==> config.mk <==
export PLATFORM = sky130hd
export DESIGN_NAME = led_pwm_fader
export DESIGN_NICKNAME = d
export VERILOG_FILES = /design/src/rtl/led_pwm_fader_pkg.sv /design/src/rtl/led_pwm_fader_channel.sv /design/src/rtl/led_pwm_fader.sv
export SDC_FILE = /design/constraint.sdc
export NUM_CORES = 2
export LEC_CHECK = 0
export CAP_MARGIN = 20
export CORE_MARGIN = 4
export CORE_UTILIZATION = 40
export CTS_CLUSTER_SIZE = 30
export DETAILED_ROUTE_END_ITERATION = 8
export MAX_ROUTING_LAYER = met4
export PLACE_DENSITY = 0.63
export RECOVER_POWER = 100
export SLEW_MARGIN = 20
export SYNTH_ARGS = -nofsm -noshare
export SYNTH_HDL_FRONTEND = slang
export SYNTH_SLANG_ARGS = --single-unit
==> constraint.sdc <==
create_clock -name i_clk -period 35 [get_ports i_clk]
set_input_delay 5.25 -clock i_clk [delete_from_list [all_inputs] [get_ports i_clk]]
set_output_delay 5.25 -clock i_clk [all_outputs]
set_load 0.01 [all_outputs]
==> src/rtl/led_pwm_fader_pkg.sv <==
// Shared definitions for the LED PWM fader: derived timing constants,
// default-configuration value/duty types and the fade direction enum.
package led_pwm_fader_pkg;

  typedef enum logic [1:0] {
    FADE_HOLD,
    FADE_UP,
    FADE_DOWN
  } t_fade_dir;

  // PWM period in clocks
  function automatic int calc_period(input int fclk, input int period_ms);
    return (fclk / 1000) * period_ms;
  endfunction

  // On-clocks per period at full-scale value
  function automatic int calc_duty_max(input int period, input int max_pct);
    return (period / 100) * max_pct;
  endfunction

  // On-clocks contributed by one brightness LSB
  function automatic int calc_step(input int duty_max, input int value_width);
    return duty_max / ((1 << value_width) - 1);
  endfunction

  // Bits needed to hold 0..n-1 (never less than one)
  function automatic int calc_width(input int n);
    return (n <= 1) ? 1 : $clog2(n);
  endfunction

  // Types for the default build (W = 8, 40 MHz, 10 ms, 80 %)
  localparam int DEF_VALUE_WIDTH = 8;
  localparam int DEF_DUTY_WIDTH  =
    calc_width(calc_duty_max(calc_period(40_000_000, 10), 80) + 1);

  typedef logic [DEF_VALUE_WIDTH-1:0] t_level;
  typedef logic [DEF_DUTY_WIDTH-1:0]  t_duty;

endpackage

==> src/rtl/led_pwm_fader_channel.sv <==
// One PWM channel: target capture, level/fade stepping, two-stage duty
// pipeline and the on-window comparator. OFF shifts the window start within
// the period (zero when the window is anchored at phase 0).
module led_pwm_fader_channel
  import led_pwm_fader_pkg::*;
#(
  parameter int W   = 8,
  parameter int DW  = 10,
  parameter int PW  = 10,
  parameter int P   = 1000,
  parameter int S   = 3,
  parameter int OFF = 0
) (
  input  logic          clk,
  input  logic          arst,
  input  logic [PW-1:0] ph_next,
  input  logic          upd,
  input  logic          tick,
  input  logic          cap,
  input  logic          load,
  input  logic [W-1:0]  value,
  input  logic          fade_en,
  output logic          led,
  output logic          fade_done
);

  logic [W-1:0]  target, target_d;
  logic [W-1:0]  level, level_d;
  logic [DW-1:0] prod, duty, duty_d;
  logic [PW:0]   rel_raw, rel;
  t_fade_dir     dir;

  // Direction the level has to move to reach the target
  always_comb begin
    dir = FADE_HOLD;
    if (level < target)      dir = FADE_UP;
    else if (level > target) dir = FADE_DOWN;
  end

  // Next target/level: the update always sees the pre-load target
  always_comb begin
    target_d = load ? value : target;
    level_d  = level;
    if (upd) begin
      if (!fade_en) begin
        level_d = target;
      end else if (tick) begin
        case (dir)
          FADE_UP:   level_d = level + 1'b1;
          FADE_DOWN: level_d = level - 1'b1;
          default:   level_d = level;
        endcase
      end
    end
  end

  // Duty is only swapped at the period boundary; window position relative to OFF
  always_comb begin
    duty_d  = cap ? prod : duty;
    rel_raw = {1'b0, ph_next} + (PW+1)'(P - OFF);
    rel     = (rel_raw >= (PW+1)'(P)) ? rel_raw - (PW+1)'(P) : rel_raw;
  end

  // Channel state, duty pipeline and registered outputs
  always_ff @(posedge clk or posedge arst) begin
    if (arst) begin
      target    <= '0;
      level     <= '0;
      prod      <= '0;
      duty      <= '0;
      led       <= 1'b0;
      fade_done <= 1'b1;
    end else begin
      target    <= target_d;
      level     <= level_d;
      prod      <= DW'(level) * DW'(S);
      duty      <= duty_d;
      led       <= (rel < (PW+1)'(duty_d));
      fade_done <= (level_d == target_d);
    end
  end

endmodule

==> src/rtl/led_pwm_fader.sv <==
// N-channel LED PWM driver with optional linear fading. Holds the shared
// phase counter, fade tick counter and period strobe; per-channel logic
// lives in led_pwm_fader_channel.
// Optional build macro LED_PWM_FADER_PHASE_STAGGER_EN spreads the channel
// on-windows across the period (channel k starts at k*P/N).
module led_pwm_fader
  import led_pwm_fader_pkg::*;
#(
  parameter int parm_channel_count          = 16,
  parameter int parm_value_width            = 8,
  parameter int parm_FCLK                   = 40_000_000,
  parameter int parm_pwm_period_milliseconds = 10,
  parameter int parm_max_duty_percent       = 80,
  parameter int parm_fade_step_periods      = 1
) (
  input  logic                                        i_clk,
  input  logic                                        i_arst,
  input  logic [parm_channel_count*parm_value_width-1:0] i_value,
  input  logic                                        i_load,
  input  logic [parm_channel_count-1:0]               i_fade_en,
  output logic [parm_channel_count-1:0]               eo_leds,
  output logic                                        o_period_strobe,
  output logic [parm_channel_count-1:0]               o_fade_done
);

  localparam int N  = parm_channel_count;
  localparam int W  = parm_value_width;
  localparam int P  = calc_period(parm_FCLK, parm_pwm_period_milliseconds);
  localparam int D  = calc_duty_max(P, parm_max_duty_percent);
  localparam int S  = calc_step(D, W);
  localparam int FS = parm_fade_step_periods;
  localparam int PW = calc_width(P);
  localparam int DW = calc_width(D + 1);
  localparam int FW = calc_width(FS);

  if (P < 8 || S < 1 || FS < 1) begin : g_cfg_err
    $error("led_pwm_fader: period too short or duty step below one clock");
  end

  logic [PW-1:0] ph, ph_next;
  logic [FW-1:0] fcnt;
  logic          wrap, upd, tick;

  // Phase sequencing; level update sits at P-4 so the product is ready by P-1
  always_comb begin
    wrap    = (ph == PW'(P - 1));
    ph_next = wrap ? '0 : ph + 1'b1;
    upd     = (ph == PW'(P - 4));
    tick    = (fcnt == FW'(FS - 1));
  end

  // Phase counter, period strobe and fade tick counter
  always_ff @(posedge i_clk or posedge i_arst) begin
    if (i_arst) begin
      ph              <= '0;
      fcnt            <= '0;
      o_period_strobe <= 1'b0;
    end else begin
      ph              <= ph_next;
      o_period_strobe <= (ph_next == '0);
      if (wrap) fcnt <= tick ? '0 : fcnt + 1'b1;
    end
  end

  for (genvar k = 0; k < N; k++) begin : g_ch
`ifdef LED_PWM_FADER_PHASE_STAGGER_EN
    localparam int OFF_K = (k * P) / N;
`else
    localparam int OFF_K = 0;
`endif
    led_pwm_fader_channel #(
      .W(W), .DW(DW), .PW(PW), .P(P), .S(S), .OFF(OFF_K)
    ) u_ch (
      .clk      (i_clk),
      .arst     (i_arst),
      .ph_next  (ph_next),
      .upd      (upd),
      .tick     (tick),
      .cap      (wrap),
      .load     (i_load),
      .value    (i_value[k*W +: W]),
      .fade_en  (i_fade_en[k]),
      .led      (eo_leds[k]),
      .fade_done(o_fade_done[k])
    );
  end

endmodule

==> summary.md <==
| Metric | Value |
|---|---|
| Result of the run | `finished with violations` |
| Failing checks | `capacitance limit, slew limit` |
| Clock latency on the worst-skew pair | `0.72 ns` |
| Post-synth top flop | `sky130_fd_sc_hd__dfrtp_1` |
| Highest-delay cell along the critical path | `sky130_fd_sc_hd__clkbuf_1` |
| DRC violation total after the first TritonRoute iteration | `2,547` |
| Standard-cell rows | `152` |
| Final count of pins violating max slew | `1,738` |
| NumNets Final | `9,078` |
| Number of enable-type register cells in the synthesized netlist | `0` |
| TritonCTS Buffers | `104` |
| Layout overhead on the synthesized area | `11.3%` |
| Post-synthesis average cell area | `9.55 µm²` |
| Deepest level of the CTS H-tree | `3` |
| Crit-path cells | `dlygate4sd3_1, clkinvlp_2, clkbuf_1, clkbuf_1, clkbuf_1` |
| Path category of the worst min-delay check | `reg2reg` |
| Final std cell area, no fill | `77,400 µm²` |
| Routed vias/inst | `5.05` |
| Die extent in x | `425 µm` |
| Clock transition time at the flip-flop clock pins of the worst setup and hold paths | `0.06 ns` |
| Wire length after detailed routing | `164,000 µm` |
| CTS sink cnt | `900` |
| Unrepaired setup endpoints after global routing | `no` |
| Via total after detailed routing | `49,700` |
| Switching fraction of total power | `28.4%` |
| Startpoint-to-endpoint class of the critical path | `in2async` |
| Yosys warns | `0` |
| Net load switching power | `0.807 mW` |
| Relative max-transition margin | `-435%` |
| Net count of the mapped netlist | `8,918` |
| Worst ir drop on vdd | `0.0332 mV` |
| Core outline area | `172,000 µm²` |
| Combined global-route utilization of all metal layers | `18.9%` |
| Die span in y | `425 µm` |
| Final global-route overflow total | `0` |
| Number of distinct library cell variants in the gate-level netlist after synthesis | `86` |
| Clock tree from TritonCTS | `built` |
| Measured slew at the worst slew-check pin | `8.03 ns` |
| DPL Wire Length | `122,000 µm` |
| Required time of the critical path | `34.91 ns` |
| Ys async rst share | `100%` |
| Die Area | `181,000 µm²` |
| Worst path arrival time | `17.44 ns` |
| Hold Violations, Final | `0` |
| Nature of the critical path startpoint | `primary input` |
| Dominant delay contributor by cell family on the critical path | `buffers and inverters` |
| Combined flip-flop and latch cell area | `22,500 µm²` |
| Delay of the slowest cell on the worst path | `3.09 ns` |
| Utilization after layout | `45.0%` |
| Sequential share of the synthesized area | `32.4%` |
| Relative contribution of the clock network to total power | `40.4%` |
| Most frequent cell on the critical path | `sky130_fd_sc_hd__clkbuf_1` |
| Power share of the combinational group | `19.1%` |
| Number of remaining DRC errors | `0` |
| Pre-antenna DRT Iters | `5` |
| Biggest fanout along the worst timing path | `107` |
| Post-layout min period | `17.53 ns` |
| Cell leakage power | `39.0 nW` |
| Avg WL per Cell | `16.6 µm` |
| # Post-CTS Setup Buffers | `0` |
| Share of final-layout standard cells stronger than drive strength 1 | `3.81%` |
| Number of buffer cells added on primary ports | `179` |
| Vias in the first global route | `52,000` |
| Global-route wire length before repair | `271,000 µm` |
| Largest clock skew in the final design | `0.0447 ns` |
| Min setup slack post-route | `17.47 ns` |
| Count of max-cap constraint violations | `27` |
| Final period utilization | `50.1%` |
| Power density over the cells | `36.7 nW/µm²` |
| Final-layout fill cell count | `16,300` |
| Area of placed instances | `73,900 µm²` |
| Final-report setup violation count | `0` |
| IO Count | `180` |
| Initial antenna violation count | `2` |
| Footprint of the multi-input gates | `42,500 µm²` |
| Number of instances in the synthesized netlist | `7,280` |
| Internal power contribution | `2.04 mW` |
| Minimum setup slack after placement | `25.65 ns` |
| Crit path capture type | `asynchronous set/reset pin` |
| Hold slack final | `0.485 ns` |
| Buffering stage count on the worst path with inverters included | `5` |
| Weighted congestion reported at the end of routability-driven placement | `0.859` |
| Relative contribution of sequential cells to total power | `40.5%` |
| Antenna-violating nets left | `0` |
| Pin count of the biggest net entering global routing | `173` |
| Buffer cell driving the clock tree root | `sky130_fd_sc_hd__clkbuf_16` |
| Total inserted antenna cells | `0` |
| Post-cts resize count | `0` |
| Number of buffers inserted for hold repair after clock tree synthesis | `0` |
| Mapped Area | `69,500 µm²` |
| Setup TNS | `0 ns` |
| Clock Tree Buf Depth | `3` |
| Maximum clock rate | `57.1 MHz` |
| Initial Utilization | `40.4%` |
| Number of synthesized register bits | `900` |
## routing by layer
layer	share of wire [%]	GRT usage, %	wire [µm]
met1	47	24.7	77000
met2	47	31.1	77300
met3	3.1	2.03	5020
met4	2.6	5.26	4270
met5	0	-	0
## flip-flops by register name, indices dropped and copies added, names as in the netlist
signal / flops
g_ch.u_ch.duty: 304
g_ch.u_ch.prod: 288
g_ch.u_ch.level: 128
g_ch.u_ch.target: 128
ph: 19
g_ch.u_ch.fade_done: 16
g_ch.u_ch.led: 16
o_period_strobe: 1
## cells in the final DEF (no fill, tap or decap), drive strengths merged, types with 58 or more instances in the layout
master         count
nor3             109
nand3             95
ha              1203
nand4             87
clkdlybuf4s50    128
clkbuf           168
o21ai            295
a21o             164
and2             324
inv             1017
nor2             374
fa               288
o22ai             58
nor2b             77
o21a              71
xor2             123
dfrtp            884
a21oi            321
xnor2            271
nand2            790
## power groups by stage
stage / clock network (mW) / registers [mW] / logic [mW]
floorplan: 0 / 1.16 / 0.415
global placement: 0 / 1.17 / 0.531
detailed placement: 0 / 1.17 / 0.544
CTS: 1.19 / 1.15 / 0.550
global route: 1.23 / 1.16 / 0.622
finish: 1.15 / 1.15 / 0.543
## worst paths after layout
path | cells past startpoint | start | to | slack [ns]
max reg2reg | 16 | ph[1]$_DFF_PP0_ | g_ch[5].u_ch.led$_DFF_PP0_ | 22.51
min in group asynchronous | 2 | i_arst | g_ch[3].u_ch.level[0]$_DFF_PP0_ | 6.47
min reg2reg | 1 | g_ch[15].u_ch.duty[0]$_DFF_PP0_ | g_ch[15].u_ch.duty[0]$_DFF_PP0_ | 0.49
min | 1 | g_ch[15].u_ch.duty[0]$_DFF_PP0_ | g_ch[15].u_ch.duty[0]$_DFF_PP0_ | 0.49
max | 5 | i_arst | g_ch[7].u_ch.level[4]$_DFF_PP0_ | 17.47
max in group i_clk | 6 | i_load | g_ch[1].u_ch.fade_done$_DFF_PP1_ | 21.43
## final cells by class
type,instances,share of cell area (%)
clock buffers,142,3.78
multi-input cells,5199,54.9
inverters,1008,4.89
flip-flops and latches,900,29.1
well taps,2310,3.73
repair buffers,227,2.65
clock inverters,52,0.902
## Yosys cell counts, types with 46 or more instances
cell	n	share of area (%)
sky130_fd_sc_hd__dfrtp_1	884	32
sky130_fd_sc_hd__nand4_1	85	0.76
sky130_fd_sc_hd__o21a_1	71	0.77
sky130_fd_sc_hd__o21ai_0	294	2.1
sky130_fd_sc_hd__ha_1	1203	22
sky130_fd_sc_hd__nor2_1	373	2.0
sky130_fd_sc_hd__nand2b_1	46	0.41
sky130_fd_sc_hd__xor2_1	123	1.5
sky130_fd_sc_hd__o21bai_1	52	0.56
sky130_fd_sc_hd__a21o_1	164	1.8
sky130_fd_sc_hd__a21oi_1	321	2.3
sky130_fd_sc_hd__xnor2_1	269	3.4
sky130_fd_sc_hd__nand3_1	95	0.68
sky130_fd_sc_hd__o22ai_1	57	0.51
sky130_fd_sc_hd__nand2_1	789	4.3
sky130_fd_sc_hd__inv_1	1008	5.4
sky130_fd_sc_hd__fa_1	288	8.3
sky130_fd_sc_hd__clkbuf_1	106	0.57
sky130_fd_sc_hd__nor2b_1	77	0.69
sky130_fd_sc_hd__nor3_1	109	0.78
sky130_fd_sc_hd__and2_1	324	2.9
## stage by stage
stage	std cells	power (mW)
3_5_place_dp	9643	1.71
6_report	9838	2.84
3_3_place_gp	9643	1.70
2_1_floorplan	7280	1.57
5_1_grt	9838	3.01
4_1_cts	9837	2.89
## kinds of logic (layout without fill, tap and decap cells)
group,after synthesis,count (layout),synth area share [%]
fa+ha+maj,1491,1491,29.9
mux,33,33,0.504
flops,900,900,32.4
xor+xnor,394,394,4.99
compound gates,1240,1240,11.4
buf+inv,1181,1429,6.62
simple gates,2041,2041,14.1
No activity file was read; power rests on OpenSTA's default activity.
